<file path="src/rtl/mux_shift_pkg.sv">
// Shared encodings for the multicycle shift unit: operation codes and FSM state codes.
// Imported by the interface, the top module and the testbench.
package mux_shift_pkg;

  typedef logic [1:0] op_t;
  typedef logic [1:0] state_t;

  localparam op_t OP_SLL = 2'b00;
  localparam op_t OP_SRL = 2'b01;
  localparam op_t OP_SRA = 2'b10;
  localparam op_t OP_ROR = 2'b11;

  localparam state_t ST_IDLE  = 2'b00;
  localparam state_t ST_SHIFT = 2'b01;
  localparam state_t ST_DONE  = 2'b10;

endpackage

</file>
<file path="src/rtl/mux_shift_unit_if.sv">
// Operand/result bundle between the control FSM (master) and mux_shift_unit (slave).
// With MUX_SHIFT_ABORT_EN defined the bundle also carries the abort request.
interface mux_shift_unit_if
  import mux_shift_pkg::*;
#(
  parameter int DATA_W  = 32,
  parameter int AMT_W   = 5,
  parameter int NUM_SRC = 3,
  parameter int SEL_W   = 2
);

  logic                     start;
  op_t                      op;
  logic [SEL_W-1:0]         sel;
  logic [NUM_SRC*AMT_W-1:0] amt_src;
  logic [DATA_W-1:0]        data_in;
  logic [DATA_W-1:0]        data_out;
  logic                     busy;
  logic                     done;
  logic                     sel_err;
`ifdef MUX_SHIFT_ABORT_EN
  logic                     abort;

  modport master (
    output start, op, sel, amt_src, data_in, abort,
    input  data_out, busy, done, sel_err
  );

  modport slave (
    input  start, op, sel, amt_src, data_in, abort,
    output data_out, busy, done, sel_err
  );
`else
  modport master (
    output start, op, sel, amt_src, data_in,
    input  data_out, busy, done, sel_err
  );

  modport slave (
    input  start, op, sel, amt_src, data_in,
    output data_out, busy, done, sel_err
  );
`endif

endinterface

</file>
<file path="src/rtl/mux_nto1_param.sv">
// Generic N-to-1 mux over a flattened input bus; err flags a select with no matching source.
// When err is set the output is forced to zero.
module mux_nto1_param #(
  parameter int W     = 5,
  parameter int N     = 3,
  parameter int SEL_W = 2
) (
  input  logic [SEL_W-1:0] sel,
  input  logic [N*W-1:0]   in_flat,
  output logic [W-1:0]     out,
  output logic             err
);

  always_comb begin
    out = '0;
    err = 1'b1;
    for (int i = 0; i < N; i++) begin
      if (sel == SEL_W'(i)) begin
        out = in_flat[i*W +: W];
        err = 1'b0;
      end
    end
  end

endmodule

</file>
<file path="src/rtl/mux_shift_unit.sv">
// Shift unit: selects a shift amount from NUM_SRC sources, then shifts up to STEP bits per cycle.
// Optional feature macro: MUX_SHIFT_ABORT_EN (adds abort, which restores the original operand).
module mux_shift_unit
  import mux_shift_pkg::*;
#(
  parameter int DATA_W  = 32,
  parameter int AMT_W   = 5,
  parameter int NUM_SRC = 3,
  parameter int SEL_W   = 2,
  parameter int STEP    = 4
) (
  input  logic             clk,
  input  logic             reset,
  mux_shift_unit_if.slave  bus
);

  // Counter width wide enough for both the remaining amount and the STEP constant.
  localparam int CW = (AMT_W > $clog2(DATA_W + 1)) ? AMT_W : $clog2(DATA_W + 1);

  generate
    if ((2 ** SEL_W) < NUM_SRC) begin : g_bad_sel_w
      $error("mux_shift_unit: SEL_W too narrow for NUM_SRC");
    end
    if (STEP < 1 || STEP > DATA_W) begin : g_bad_step
      $error("mux_shift_unit: STEP must lie in 1..DATA_W");
    end
  endgenerate

  state_t            state;
  op_t               op_q;
  logic [AMT_W-1:0]  rem;
  logic [AMT_W-1:0]  sel_amt;
  logic              sel_bad;
  logic [CW-1:0]     n;
  logic [DATA_W-1:0] shifted;
`ifdef MUX_SHIFT_ABORT_EN
  logic [DATA_W-1:0] orig;
`endif

  mux_nto1_param #(
    .W     (AMT_W),
    .N     (NUM_SRC),
    .SEL_W (SEL_W)
  ) u_amt_mux (
    .sel     (bus.sel),
    .in_flat (bus.amt_src),
    .out     (sel_amt),
    .err     (sel_bad)
  );

  always_comb begin
    n = (CW'(rem) > CW'(STEP)) ? CW'(STEP) : CW'(rem);
  end

  // One iteration of the shift; SRA re-reads the current MSB each step.
  always_comb begin
    shifted = bus.data_out;
    case (op_q)
      OP_SLL:  shifted = bus.data_out << n;
      OP_SRL:  shifted = bus.data_out >> n;
      OP_SRA:  shifted = $unsigned($signed(bus.data_out) >>> n);
      OP_ROR:  shifted = (bus.data_out >> n) | (bus.data_out << (CW'(DATA_W) - n));
      default: shifted = bus.data_out;
    endcase
  end

  always_ff @(posedge clk) begin
    if (reset) begin
      state        <= ST_IDLE;
      op_q         <= OP_SLL;
      rem          <= '0;
      bus.data_out <= '0;
      bus.busy     <= 1'b0;
      bus.done     <= 1'b0;
      bus.sel_err  <= 1'b0;
`ifdef MUX_SHIFT_ABORT_EN
      orig         <= '0;
`endif
    end else begin
      bus.done    <= 1'b0;
      bus.sel_err <= 1'b0;
      case (state)
        ST_IDLE: begin
          if (bus.start) begin
            bus.data_out <= bus.data_in;
            op_q         <= bus.op;
`ifdef MUX_SHIFT_ABORT_EN
            orig         <= bus.data_in;
`endif
            rem          <= sel_bad ? '0 : sel_amt;
            bus.sel_err  <= sel_bad;
            // A bad select or zero amount skips straight to the result pulse.
            if (sel_bad || sel_amt == '0) begin
              state    <= ST_DONE;
              bus.done <= 1'b1;
            end else begin
              state    <= ST_SHIFT;
              bus.busy <= 1'b1;
            end
          end
        end
        ST_SHIFT: begin
`ifdef MUX_SHIFT_ABORT_EN
          if (bus.abort) begin
            state        <= ST_IDLE;
            bus.data_out <= orig;
            bus.busy     <= 1'b0;
            rem          <= '0;
          end else
`endif
          begin
            bus.data_out <= shifted;
            rem          <= rem - n[AMT_W-1:0];
            if (CW'(rem) == n) begin
              state    <= ST_DONE;
              bus.busy <= 1'b0;
              bus.done <= 1'b1;
            end
          end
        end
        ST_DONE: begin
          state <= ST_IDLE;
        end
        default: begin
          state    <= ST_IDLE;
          bus.busy <= 1'b0;
        end
      endcase
    end
  end

endmodule

</file>
<file path="src/flat_wrapper.sv">
// flat-port wrapper written by rule: the top's interface ports become plain ports
module mux_shift_unit_flat import mux_shift_pkg::*;
#(
  parameter int DATA_W  = 32,
  parameter int AMT_W   = 5,
  parameter int NUM_SRC = 3,
  parameter int SEL_W   = 2,
  parameter int STEP    = 4
)
  (clk, reset, bus_start, bus_op, bus_sel, bus_amt_src, bus_data_in, bus_data_out, bus_busy, bus_done, bus_sel_err);
  mux_shift_unit_if #(.DATA_W(DATA_W), .AMT_W(AMT_W), .NUM_SRC(NUM_SRC), .SEL_W(SEL_W)) bus_i ();
  input  logic clk;
  input  logic reset;
  input wire logic [$bits(bus_i.start)-1:0] bus_start;
  input wire logic [$bits(bus_i.op)-1:0] bus_op;
  input wire logic [$bits(bus_i.sel)-1:0] bus_sel;
  input wire logic [$bits(bus_i.amt_src)-1:0] bus_amt_src;
  input wire logic [$bits(bus_i.data_in)-1:0] bus_data_in;
  output wire logic [$bits(bus_i.data_out)-1:0] bus_data_out;
  output wire logic [$bits(bus_i.busy)-1:0] bus_busy;
  output wire logic [$bits(bus_i.done)-1:0] bus_done;
  output wire logic [$bits(bus_i.sel_err)-1:0] bus_sel_err;
  assign bus_i.start = bus_start;
  assign bus_i.op = bus_op;
  assign bus_i.sel = bus_sel;
  assign bus_i.amt_src = bus_amt_src;
  assign bus_i.data_in = bus_data_in;
  assign bus_data_out = bus_i.data_out;
  assign bus_busy = bus_i.busy;
  assign bus_done = bus_i.done;
  assign bus_sel_err = bus_i.sel_err;
  mux_shift_unit #(.DATA_W(DATA_W), .AMT_W(AMT_W), .NUM_SRC(NUM_SRC), .SEL_W(SEL_W), .STEP(STEP)) u_core (.clk(clk), .reset(reset), .bus(bus_i));
endmodule
</file>
<file path="config.mk">
export PLATFORM = sky130hd
export DESIGN_NAME = mux_shift_unit_flat
export DESIGN_NICKNAME = d
export VERILOG_FILES = /design/src/rtl/mux_shift_pkg.sv /design/src/rtl/mux_shift_unit_if.sv /design/src/rtl/mux_nto1_param.sv /design/src/rtl/mux_shift_unit.sv /design/src/flat_wrapper.sv
export SDC_FILE = /design/constraint.sdc
export NUM_CORES = 1
export LEC_CHECK = 0
export CAP_MARGIN = 0
export CORE_MARGIN = 1
export CORE_UTILIZATION = 50
export DETAILED_ROUTE_END_ITERATION = 6
export GPL_ROUTABILITY_DRIVEN = 0
export PLACE_DENSITY_LB_ADDON = 0.15
export SETUP_SLACK_MARGIN = 0.2
export SYNTH_ARGS = -nofsm -noshare
export SYNTH_HDL_FRONTEND = slang
export SYNTH_SLANG_ARGS = --single-unit
</file>
<file path="constraint.sdc">
create_clock -name clk -period 3.1 [get_ports clk]
set_input_delay 0.465 -clock clk [delete_from_list [all_inputs] [get_ports clk]]
set_output_delay 0.465 -clock clk [all_outputs]
set_load 0.01 [all_outputs]
</file>
## Word-level counts from Yosys, hierarchy flattened

Cells that the tools add are included.

- Add/subtract/negate cells: 2
- Multipliers: 0
- Divide/modulo/power cells: 0
- $lt $le $gt $ge: 1
- Equality and inequality tests: 11
- Shifts and indexed selects: 4
- Multiplexer cells: 25
- Bitwise logic cells: 4
- Reductions and logical operators: 11

Operator list:

| kind | number |
|---|---|
| 32-bit one-hot mux with 4 select lines | 1 |
| 32-bit one-hot mux with 2 select lines | 1 |
| 32-bit by 6-bit << shifter with 32-bit output | 2 |
| 32-bit two-way mux | 1 |
| 32-bit OR | 1 |
| 32-bit by 6-bit >> shifter with 32-bit output | 1 |
| 32-bit by 6-bit >>> shifter with 32-bit output | 1 |
| 5-bit two-way mux | 6 |
| 5-bit one-hot mux with 2 select lines | 1 |
| 1-bit two-way mux | 9 |
| 2-bit == test, second input constant | 4 |
| 2-bit by 1-bit == test with 1-bit output, second input constant | 3 |
| 5-bit by 6-bit == test with 1-bit output | 1 |
| 2-bit zero test | 3 |
| 2-bit two-way mux | 3 |
| 2-bit AND reduction | 3 |
| 6-bit subtractor, first input constant | 1 |
| 5-bit by 3-bit greater-than comparator with 1-bit output, second input constant | 1 |
| 5-bit zero test | 1 |
| 5-bit subtractor | 1 |
| 2-bit inequality test, second input constant | 2 |
| 2-bit one-hot mux with 2 select lines | 1 |
| 4-bit AND reduction | 1 |
| 1-bit NOT | 3 |
| other kinds (6) | 6 |

- Register bits after elaboration: 44
- Bits in latches: 0
- Bits in writable memories: 0
- Memory bits (read-only): 0
- Input bits: 54
- Memories kept: 0

## Longest topological paths before layout

Gate-level depths: netlist of run 1.

- Depth in word-level cells: 9
- Mapped depth: 17
- Gate-level depth less buffers: 9

## Cells and area by module

Synthesis of run 1 repeated with hierarchy kept, for this count alone.

- Cells, all modules: 736
- Area, all modules: 4989.8 um^2

By module, submodules not included:

| module | instances | cells each | area an instance (um^2) | sequential area each (um^2) |
|---|---|---|---|---|
| mux_shift_unit | 1 | 723 | 4867.2 | 880.8 |
| mux_nto1_param | 1 | 13 | 122.6 | 0.0 |

## Worst setup path before layout of run 1

OpenSTA, ideal clock, no wires.

- Path type: register -> register
- From: register u_core.rem[4]
- To: register u_core.bus.data_out[30]
- Library setup time: 0.095 ns
- Arrival: 3.067 ns
- Data required time: 3.005 ns
- Setup slack: -0.063 ns
- Stages on the path, launching flop included: 15
- Clock period less this slack: 3.163 ns
- Cells stage by stage: dfxtp_1 buf_6 nor4b_2 buf_4 inv_4 buf_6 buf_6 buf_2 ha_1 clkbuf_1 clkbuf_1 buf_2 mux2i_1 nand4_1 a221oi_1

- Cells in the longest elaborated chain, start to end: 7

Ends and longest elaborated chain:

| element | line | source |
|---|---|---|
| from (decl) | mux_shift_unit.sv:31 | `logic [AMT_W-1:0] rem;` |
| from (signal assigned) | mux_shift_unit.sv:90 | `rem <= sel_bad ? '0 : sel_amt;` |
| from (signal assigned) | mux_shift_unit.sv:113 | `rem <= rem - n[AMT_W-1:0];` |
| 5-bit by 3-bit greater-than comparator with 1-bit output | mux_shift_unit.sv:52 | `n = (CW'(rem) > CW'(STEP)) ? CW'(STEP) : CW'(rem);` |
| 5-bit two-way mux * | mux_shift_unit.sv:52 |  |
| 6-bit subtractor | mux_shift_unit.sv:62 | `OP_ROR: shifted = (bus.data_out >> n) \| (bus.data_out << (CW'(DATA_W) - n));` |
| 32-bit by 6-bit << shifter with 32-bit output | mux_shift_unit.sv:62 |  |
| 32-bit OR | mux_shift_unit.sv:62 |  |
| 32-bit one-hot mux with 4 select lines * | mux_shift_unit.sv:58 | `case (op_q)` |
| 32-bit one-hot mux with 2 select lines * | mux_shift_unit.sv:82 | `case (state)` |
| to (signal assigned) | mux_shift_unit.sv:85 | `bus.data_out <= bus.data_in;` |
| to (signal assigned) | mux_shift_unit.sv:112 | `bus.data_out <= shifted;` |
| to (decl) | mux_shift_unit_if.sv:41 | `output data_out, busy, done, sel_err` |

Every way passes the cells marked *; elsewhere a longest branch is shown, timed or not.
A chain may end at the register's enable or synchronous reset.

## Worst setup path after layout of run 1

- From: register u_core.rem[4]
- To: register u_core.bus.data_out[27]

The elaborated chain is that of the path after synthesis.

==> impl_results.md, run 1 <==
* Max VDD drop at 0.000250 V
* Sum of negative setup slack at 0 ps
* Critical Path Start Type: flip-flop
* CTS sink cnt at 44
* Total number of nets in the final design at 848
* Number of core rows at 37
* Clock buffers created by TritonCTS at 5
* Total number of vias at 6493
* Most used standard cells in the synthesized netlist: sky130_fd_sc_hd__nand2_1 (119), sky130_fd_sc_hd__mux2i_1 (65), sky130_fd_sc_hd__o21ai_0 (62)
* Root buffer selected by CTS: sky130_fd_sc_hd__clkbuf_8
* Synth Register Bits at 44
* Non-filler instance count after layout at 929
* Number of distinct library cell variants in the gate-level netlist after synthesis at 76
* Count of final hold-check violations at 0
* Worst hold path type: reg2reg
* Clock slew seen by the registers of the worst setup and hold paths at 90 ps
* Diodes inserted at 0
* Number of antenna violations at the first check in global routing at 0
* HPWL after detailed placement at 14.1 mm
* Synth Net Count at 807
* Static leakage power at 2.37 nW
* P&R area growth vs syn at 20.6%
* Vias in the first global route at 6228
* Cell count after synthesis at 751
* Endpoint arrival time on the critical path at 2960 ps
* Pin slew with the least headroom to its limit at 1010 ps
* Gr ovfl total at 0
* Final clock skew at 6.32 ps
* R2r endpoint: u_core.bus.data_out[27]
* Share of synthesized flip-flops with an asynchronous set or reset at 0%
* Worst reg2reg setup slack at 360 ps
* Synth Cell Area at 5340 µm²
* # placed instances at 921
* Library cell with the largest summed area after synthesis: sky130_fd_sc_hd__dfxtp_1
* Proportion of netlist area held by the largest area contributor at 16.5%
* Max-cap check violation count at 0
* Antenna-violating nets left at 0
* Slowest cell on the critical path: sky130_fd_sc_hd__dfxtp_1
* Aggregate routed wire length at 20.3 mm
* Number of synthesized flops with an enable pin at 0
* Crit path capture type: flip-flop
* Timing-limited maximum frequency at 0.365 GHz
* Largest fanout of any net on the critical path at 47
* Synth top area cells: sky130_fd_sc_hd__dfxtp_1 (17%), sky130_fd_sc_hd__mux2i_1 (12%), sky130_fd_sc_hd__nand2_1 (8.4%)
* All-layer global routing usage at 36.8%
* Critical path type: reg2reg
* CP required at 3320 ps
* Cells traversed along the worst timing path: nor4b_4, inv_4, buf_4, mux2i_1, mux2i_1, a22oi_1, o2111ai_1, nor4b_1
* Overall die width at 105 µm
* Slew headroom at 32.5%
* Clock insertion delay at the later pin of the skew report at 320 ps
* Fin crit period at 2740 ps
* 1st-pass router iterations at 6
* H-tree depth at 2
* Fin crit share at 88.3%
* CTS tree: built
* Largest stage delay on the critical path at 610 ps
* Largest net degree at the start of global routing at 48
* Die area at 11100 µm²
* Post-Route Utilization at 62.3%
* Worst-case clock buffer depth at 2
* Part of the Yosys area used for sequential elements at 16.5%
* Routed wire length per instance at 21.8 µm
* Global-route wire length before repair at 32.6 mm
* Most frequent cell on the critical path: sky130_fd_sc_hd__mux2i_1
* Power consumption at 0.00316 W
* Status: finished clean
* I/O pins at 89
* # DRC at 0
* Layout cells sized above 1 at 10.3%
* FF-to-FF Start: u_core.rem[4]
* Initial cell density of the core at 51.7%
* WHS at 502 ps
* Crit path from: u_core.rem[4]
* Drt first-iter violations at 813
* Most frequently used flop master after synthesis: sky130_fd_sc_hd__dfxtp_1
* Most instantiated library cell after synthesis: sky130_fd_sc_hd__nand2_1
* YS warnings at 0
* I/O Buffers at 88
* Cells on worst reg2reg path at 8
* Pwr per Cell Area at 491 nW/µm²
* RSZ-0062 raised after global routing: true
* End point of the critical path: u_core.bus.data_out[27]
* Placeable core region at 10300 µm²
* Number of pins with negative max-slew slack in the final report at 0
* Count of buffers added by post-CTS timing repair for setup at 0
* Via count normalized by instance count at 6.99
* Die Y at 105 µm
* Mean Syn Cell Area at 7.11 µm²
* Number of setup violations in the final report at 0
-- through the flow --
stage	area [µm²]	worst slack, ps
after CTS	6420	381
after floorplan	5350	191
after global routing	6430	194
after global placement	6260	434
after detailed placement	6260	399
final	6430	361
-- cell usage in the layout (no fill, tap or decap), drive strengths merged, types with 23 or more instances in the layout --
| cell type | n |
|---|---|
| a21oi | 47 |
| buf | 36 |
| clkdlybuf4s50 | 88 |
| dfxtp | 44 |
| mux2i | 67 |
| nand2 | 119 |
| nand3 | 29 |
| nor2 | 52 |
| nor3 | 23 |
| o21ai | 66 |
-- worst max-delay path, delay by kind of cell, from the launching register on --
| family | cells | cell delay [ps] |
|---|---|---|
| mux | 2 | 600 |
| flops | 1 | 610 |
| simple gates | 2 | 390 |
| buf+inv | 2 | 620 |
| compound gates | 2 | 410 |
-- cell type report --
type | instances | area [µm²]
Multi-Input combinational cell | 608 | 4030
Fill cell | 954 | 3890
Timing Repair Buffer | 124 | 1150
Sequential cell | 44 | 881
Tap cell | 136 | 170
Clock inverter | 3 | 90.1
Clock buffer | 5 | 68.8
Inverter | 9 | 38.8
-- timing repair --
item | 4_1_cts | 5_1_grt
endpoints found under the hold margin | 0 | 0
endpoints found under the setup margin | 0 | 3
hold buffers | 0 | 0
resized for setup | 0 | 2
-- logic make-up after synthesis --
| group | synth area share [%] |
|---|---|
| and+or+nand+nor | 23.9 |
| adders and majority gates | 0.469 |
| DFF | 16.5 |
| buffers and inverters | 8.56 |
| muxes | 20.0 |
| other | 0.0703 |
| AOI/OAI and AO/OA | 30.5 |
-- registers in the layout, summed over array words and instances, names as in the netlist --
register / cells
u_core.bus.sel_err: 1
u_core.bus.data_out: 32
u_core.rem: 5
u_core.bus.done: 1
u_core.state: 2
u_core.op_q: 2
u_core.bus.busy: 1
-- per-layer routing --
layer	GRT usage (%)	vias up	share of wire, %
li1	-	2884	-
met1	47.9	3010	39
met2	58.2	505	45
met3	7.48	94	12
met4	17.6	0	4.2
met5	0	-	0
-- power by group --
| part | internal [W] | switching, W |
|---|---|---|
| combinational | 0.000700 | 0.000964 |
| sequential | 0.000638 | 0.000209 |
| clock | 0.000403 | 0.000242 |
| total | 0.00174 | 0.00142 |
-- worst min-delay path by stage --
stage / startpoint / to / slack, ps / cells past startpoint
2_1_floorplan: u_core.bus.busy / u_core.bus.busy / 480 / 2
3_3_place_gp: u_core.bus.busy / u_core.bus.busy / 450 / 2
3_5_place_dp: u_core.bus.busy / u_core.bus.busy / 490 / 2
4_1_cts: u_core.bus.busy / u_core.bus.busy / 510 / 2
5_1_grt: u_core.bus.busy / u_core.bus.busy / 520 / 2
6_report: u_core.bus.busy / u_core.bus.busy / 500 / 2
No activity file was read; power rests on OpenSTA's default activity.
==> run 2, diff against run 1 <==
PLACE_DENSITY_LB_ADDON = 0.25   (was 0.15)
SLEW_MARGIN = 20   (was unset)
==> impl_results.md, run 2 (synthesis results as in run 1) <==
* Total number of vias at 6465 (-0.43%)
* Overall die width at 105 µm (unchanged)
* Timing-limited maximum frequency at 0.363 GHz (-0.51%)
* I/O Buffers at 88 (unchanged)
* Critical path type: reg2reg
* Largest stage delay on the critical path at 630 ps (+20 ps)
* Max reg flops at 32 (unchanged)
* 1st-pass router iterations at 6 (unchanged)
* Non-filler instance count after layout at 927 (-0.22%)
* Total of hold buffers inserted after clock tree synthesis at 0 (unchanged)
* Max-cap check violation count at 0 (unchanged)
* Number of pins with negative max-slew slack in the final report at 0 (unchanged)
* Antenna-violating nets left at 0 (unchanged)
* Diodes inserted at 0 (unchanged)
* Clock buffers created by TritonCTS at 5 (unchanged)
* Largest net degree at the start of global routing at 48 (unchanged)
* Count of final hold-check violations at 0 (unchanged)
* Clock slew seen by the registers of the worst setup and hold paths at 90 ps (about the same)
* Power consumption at 0.00298 W (-5.6%)
* Number of gates resized after CTS at 0 (unchanged)
* Max VDD drop at 0.000334 V (+33%)
* Slowest cell on the critical path: sky130_fd_sc_hd__dfxtp_1
* Endpoint arrival time on the critical path at 3000 ps (+40 ps)
* Number of antenna violations at the first check in global routing at 0 (unchanged)
* Register with the most flip-flops: u_core.bus.data_out
* # DRC at 0 (unchanged)
* Placeable core region at 10300 µm² (unchanged)
* RSZ-0062 raised after global routing: false
* Pin slew with the least headroom to its limit at 946 ps (-65.2 ps)
* P&R area growth vs syn at 19.2%
* Final worst-path setup slack at 347 ps (-14.0 ps)
* HPWL after detailed placement at 13.9 mm (-1.3%)
* Total number of nets in the final design at 846 (-0.24%)
* Global-route wire length before repair at 32.5 mm (-0.28%)
* Clock insertion delay at the later pin of the skew report at 320 ps (about the same)
* CTS tree: built
* Cells traversed along the worst timing path: nor4b_4, inv_4, ha_1, or4b_1, nor3_1, o221ai_1, nand2_1, nor4_1, o21ai_0
* Gr ovfl total at 0 (unchanged)
* Number of setup violations in the final report at 0 (unchanged)
* Largest fanout of any net on the critical path at 10 (-79%)
* CTS sink cnt at 44 (unchanged)
* Via count normalized by instance count at 6.97 (-0.22%)
* Met3 layer wire length in the routed design at 2.41 mm (-1.4%)
* Vias in the first global route at 5992 (-3.8%)
* Die area at 11100 µm² (unchanged)
* Count of buffers added by post-CTS timing repair for setup at 0 (unchanged)
* CP required at 3350 ps (+30 ps)
* Worst hold path type: reg2reg
* Met2 routed wirelength at 8.81 mm (-3.2%)
* Aggregate routed wire length at 20.1 mm (-0.87%)
* Root buffer selected by CTS: sky130_fd_sc_hd__clkbuf_8
* Worst-case clock buffer depth at 2 (unchanged)
* Largest registers: u_core.bus.data_out: 32 flops, u_core.rem: 5 flops
* Status: finished clean
* Drt first-iter violations at 977 (+20%)
* I/O pins at 89 (unchanged)
* All-layer global routing usage at 36.5% (-0.29 points)
* Most common cell after layout, fill and taps aside: sky130_fd_sc_hd__nand2_1
* M1 wire length at 7.83 mm (-0.63%)
* Sum of negative setup slack at 0 ps (unchanged)
* Leading cell types in the layout, fill and taps excluded: sky130_fd_sc_hd__nand2_1 (119), sky130_fd_sc_hd__clkdlybuf4s50_1 (88), sky130_fd_sc_hd__mux2i_1 (65), sky130_fd_sc_hd__o21ai_0 (62), sky130_fd_sc_hd__nor2_1 (49)
* WHS at 471 ps (-31.1 ps)
* Pwr per Cell Area at 468 nW/µm² (-4.5%)
* Highest signal layer in the routed design: met4
* Number of core rows at 37 (unchanged)
* Slew headroom at 36.9% (+4.4 points)
* Fin crit period at 2750 ps (+14.0 ps)
* Routed wire length per instance at 21.7 µm (-0.65%)
* Die Y at 105 µm (unchanged)
* Final clock skew at 17.6 ps (+11.2 ps)
* H-tree depth at 2 (unchanged)
* # placed instances at 919 (-0.22%)
* Post-place setup slack at 417 ps (+18.8 ps)
* Static leakage power at 2.34 nW (-1.4%)
* Layout cells sized above 1 at 9.99% (-0.35 points)
* Initial cell density of the core at 51.7% (unchanged)
* Fin crit share at 88.8% (+0.45 points)
* Critical Path Start Type: flip-flop
* Crit path capture type: flip-flop
run 2: cell types whose count changed in the layout (fill, tap and decap cells not counted):
cell	delta
sky130_fd_sc_hd__buf_4	-3
sky130_fd_sc_hd__bufinv_16	-2
sky130_fd_sc_hd__buf_6	+1
sky130_fd_sc_hd__clkbuf_1	+1
sky130_fd_sc_hd__clkinv_2	+1
sky130_fd_sc_hd__dfxtp_1	-1
sky130_fd_sc_hd__dfxtp_2	+1
sky130_fd_sc_hd__nor2_2	+1
sky130_fd_sc_hd__nor2_4	-1
sky130_fd_sc_hd__nor3_1	+1
sky130_fd_sc_hd__nor3_2	-1
run 2: through the flow:
stage / instance area (µm²) / util [%]
after floorplan: 5350 / -
after global placement: 6250 / 60.5
after detailed placement: 6250 / 60.5
after CTS: 6360 / 61.6
after global routing: 6360 / 61.6
final: 6360 / 61.6
run 2: power by group:
group	switching [W]	leakage (nW)	total (W)	internal, W
Clock	0.000237	0.0552	0.000478	0.000240
Sequential	0.000213	0.364	0.000851	0.000638
Combinational	0.000957	1.92	0.00165	0.000694
run 2: final timing paths:
kind,endpoint,slack (ps),cells past startpoint,start
setup / recovery,u_core.bus.data_out[16],350,9,u_core.rem[4]
hold / removal,u_core.bus.busy,470,2,u_core.bus.busy
setup reg to reg,u_core.bus.data_out[16],350,9,u_core.rem[4]
hold reg to reg,u_core.bus.busy,470,2,u_core.bus.busy
run 2: metal layers:
metal | up-vias | global-route usage [%]
met5 | - | 0
met4 | 0 | 19.6
met3 | 114 | 8.72
met2 | 474 | 55.1
met1 | 3005 | 48.0
li1 | 2872 | -
run 2: critical path, delay by kind of cell (launching register included):
| family | cells | cell delay (ps) |
|---|---|---|
| AND/OR/NAND/NOR | 5 | 1390 |
| flip-flops | 1 | 630 |
| AO/OA/AOI/OAI | 2 | 440 |
| adder cells (fa/ha/maj) | 1 | 150 |
| buffers and inverters | 1 | 70 |
run 2: area by class of cell:
| cell class | instances | area (µm²) |
|---|---|---|
| multi-input cells | 608 | 4020 |
| fillers | 960 | 3960 |
| repair buffers | 122 | 1140 |
| flip-flops and latches | 44 | 882 |
| well taps | 136 | 170 |
| clock buffers | 6 | 72.6 |
| inverters | 9 | 38.8 |
| clock inverters | 2 | 35.0 |
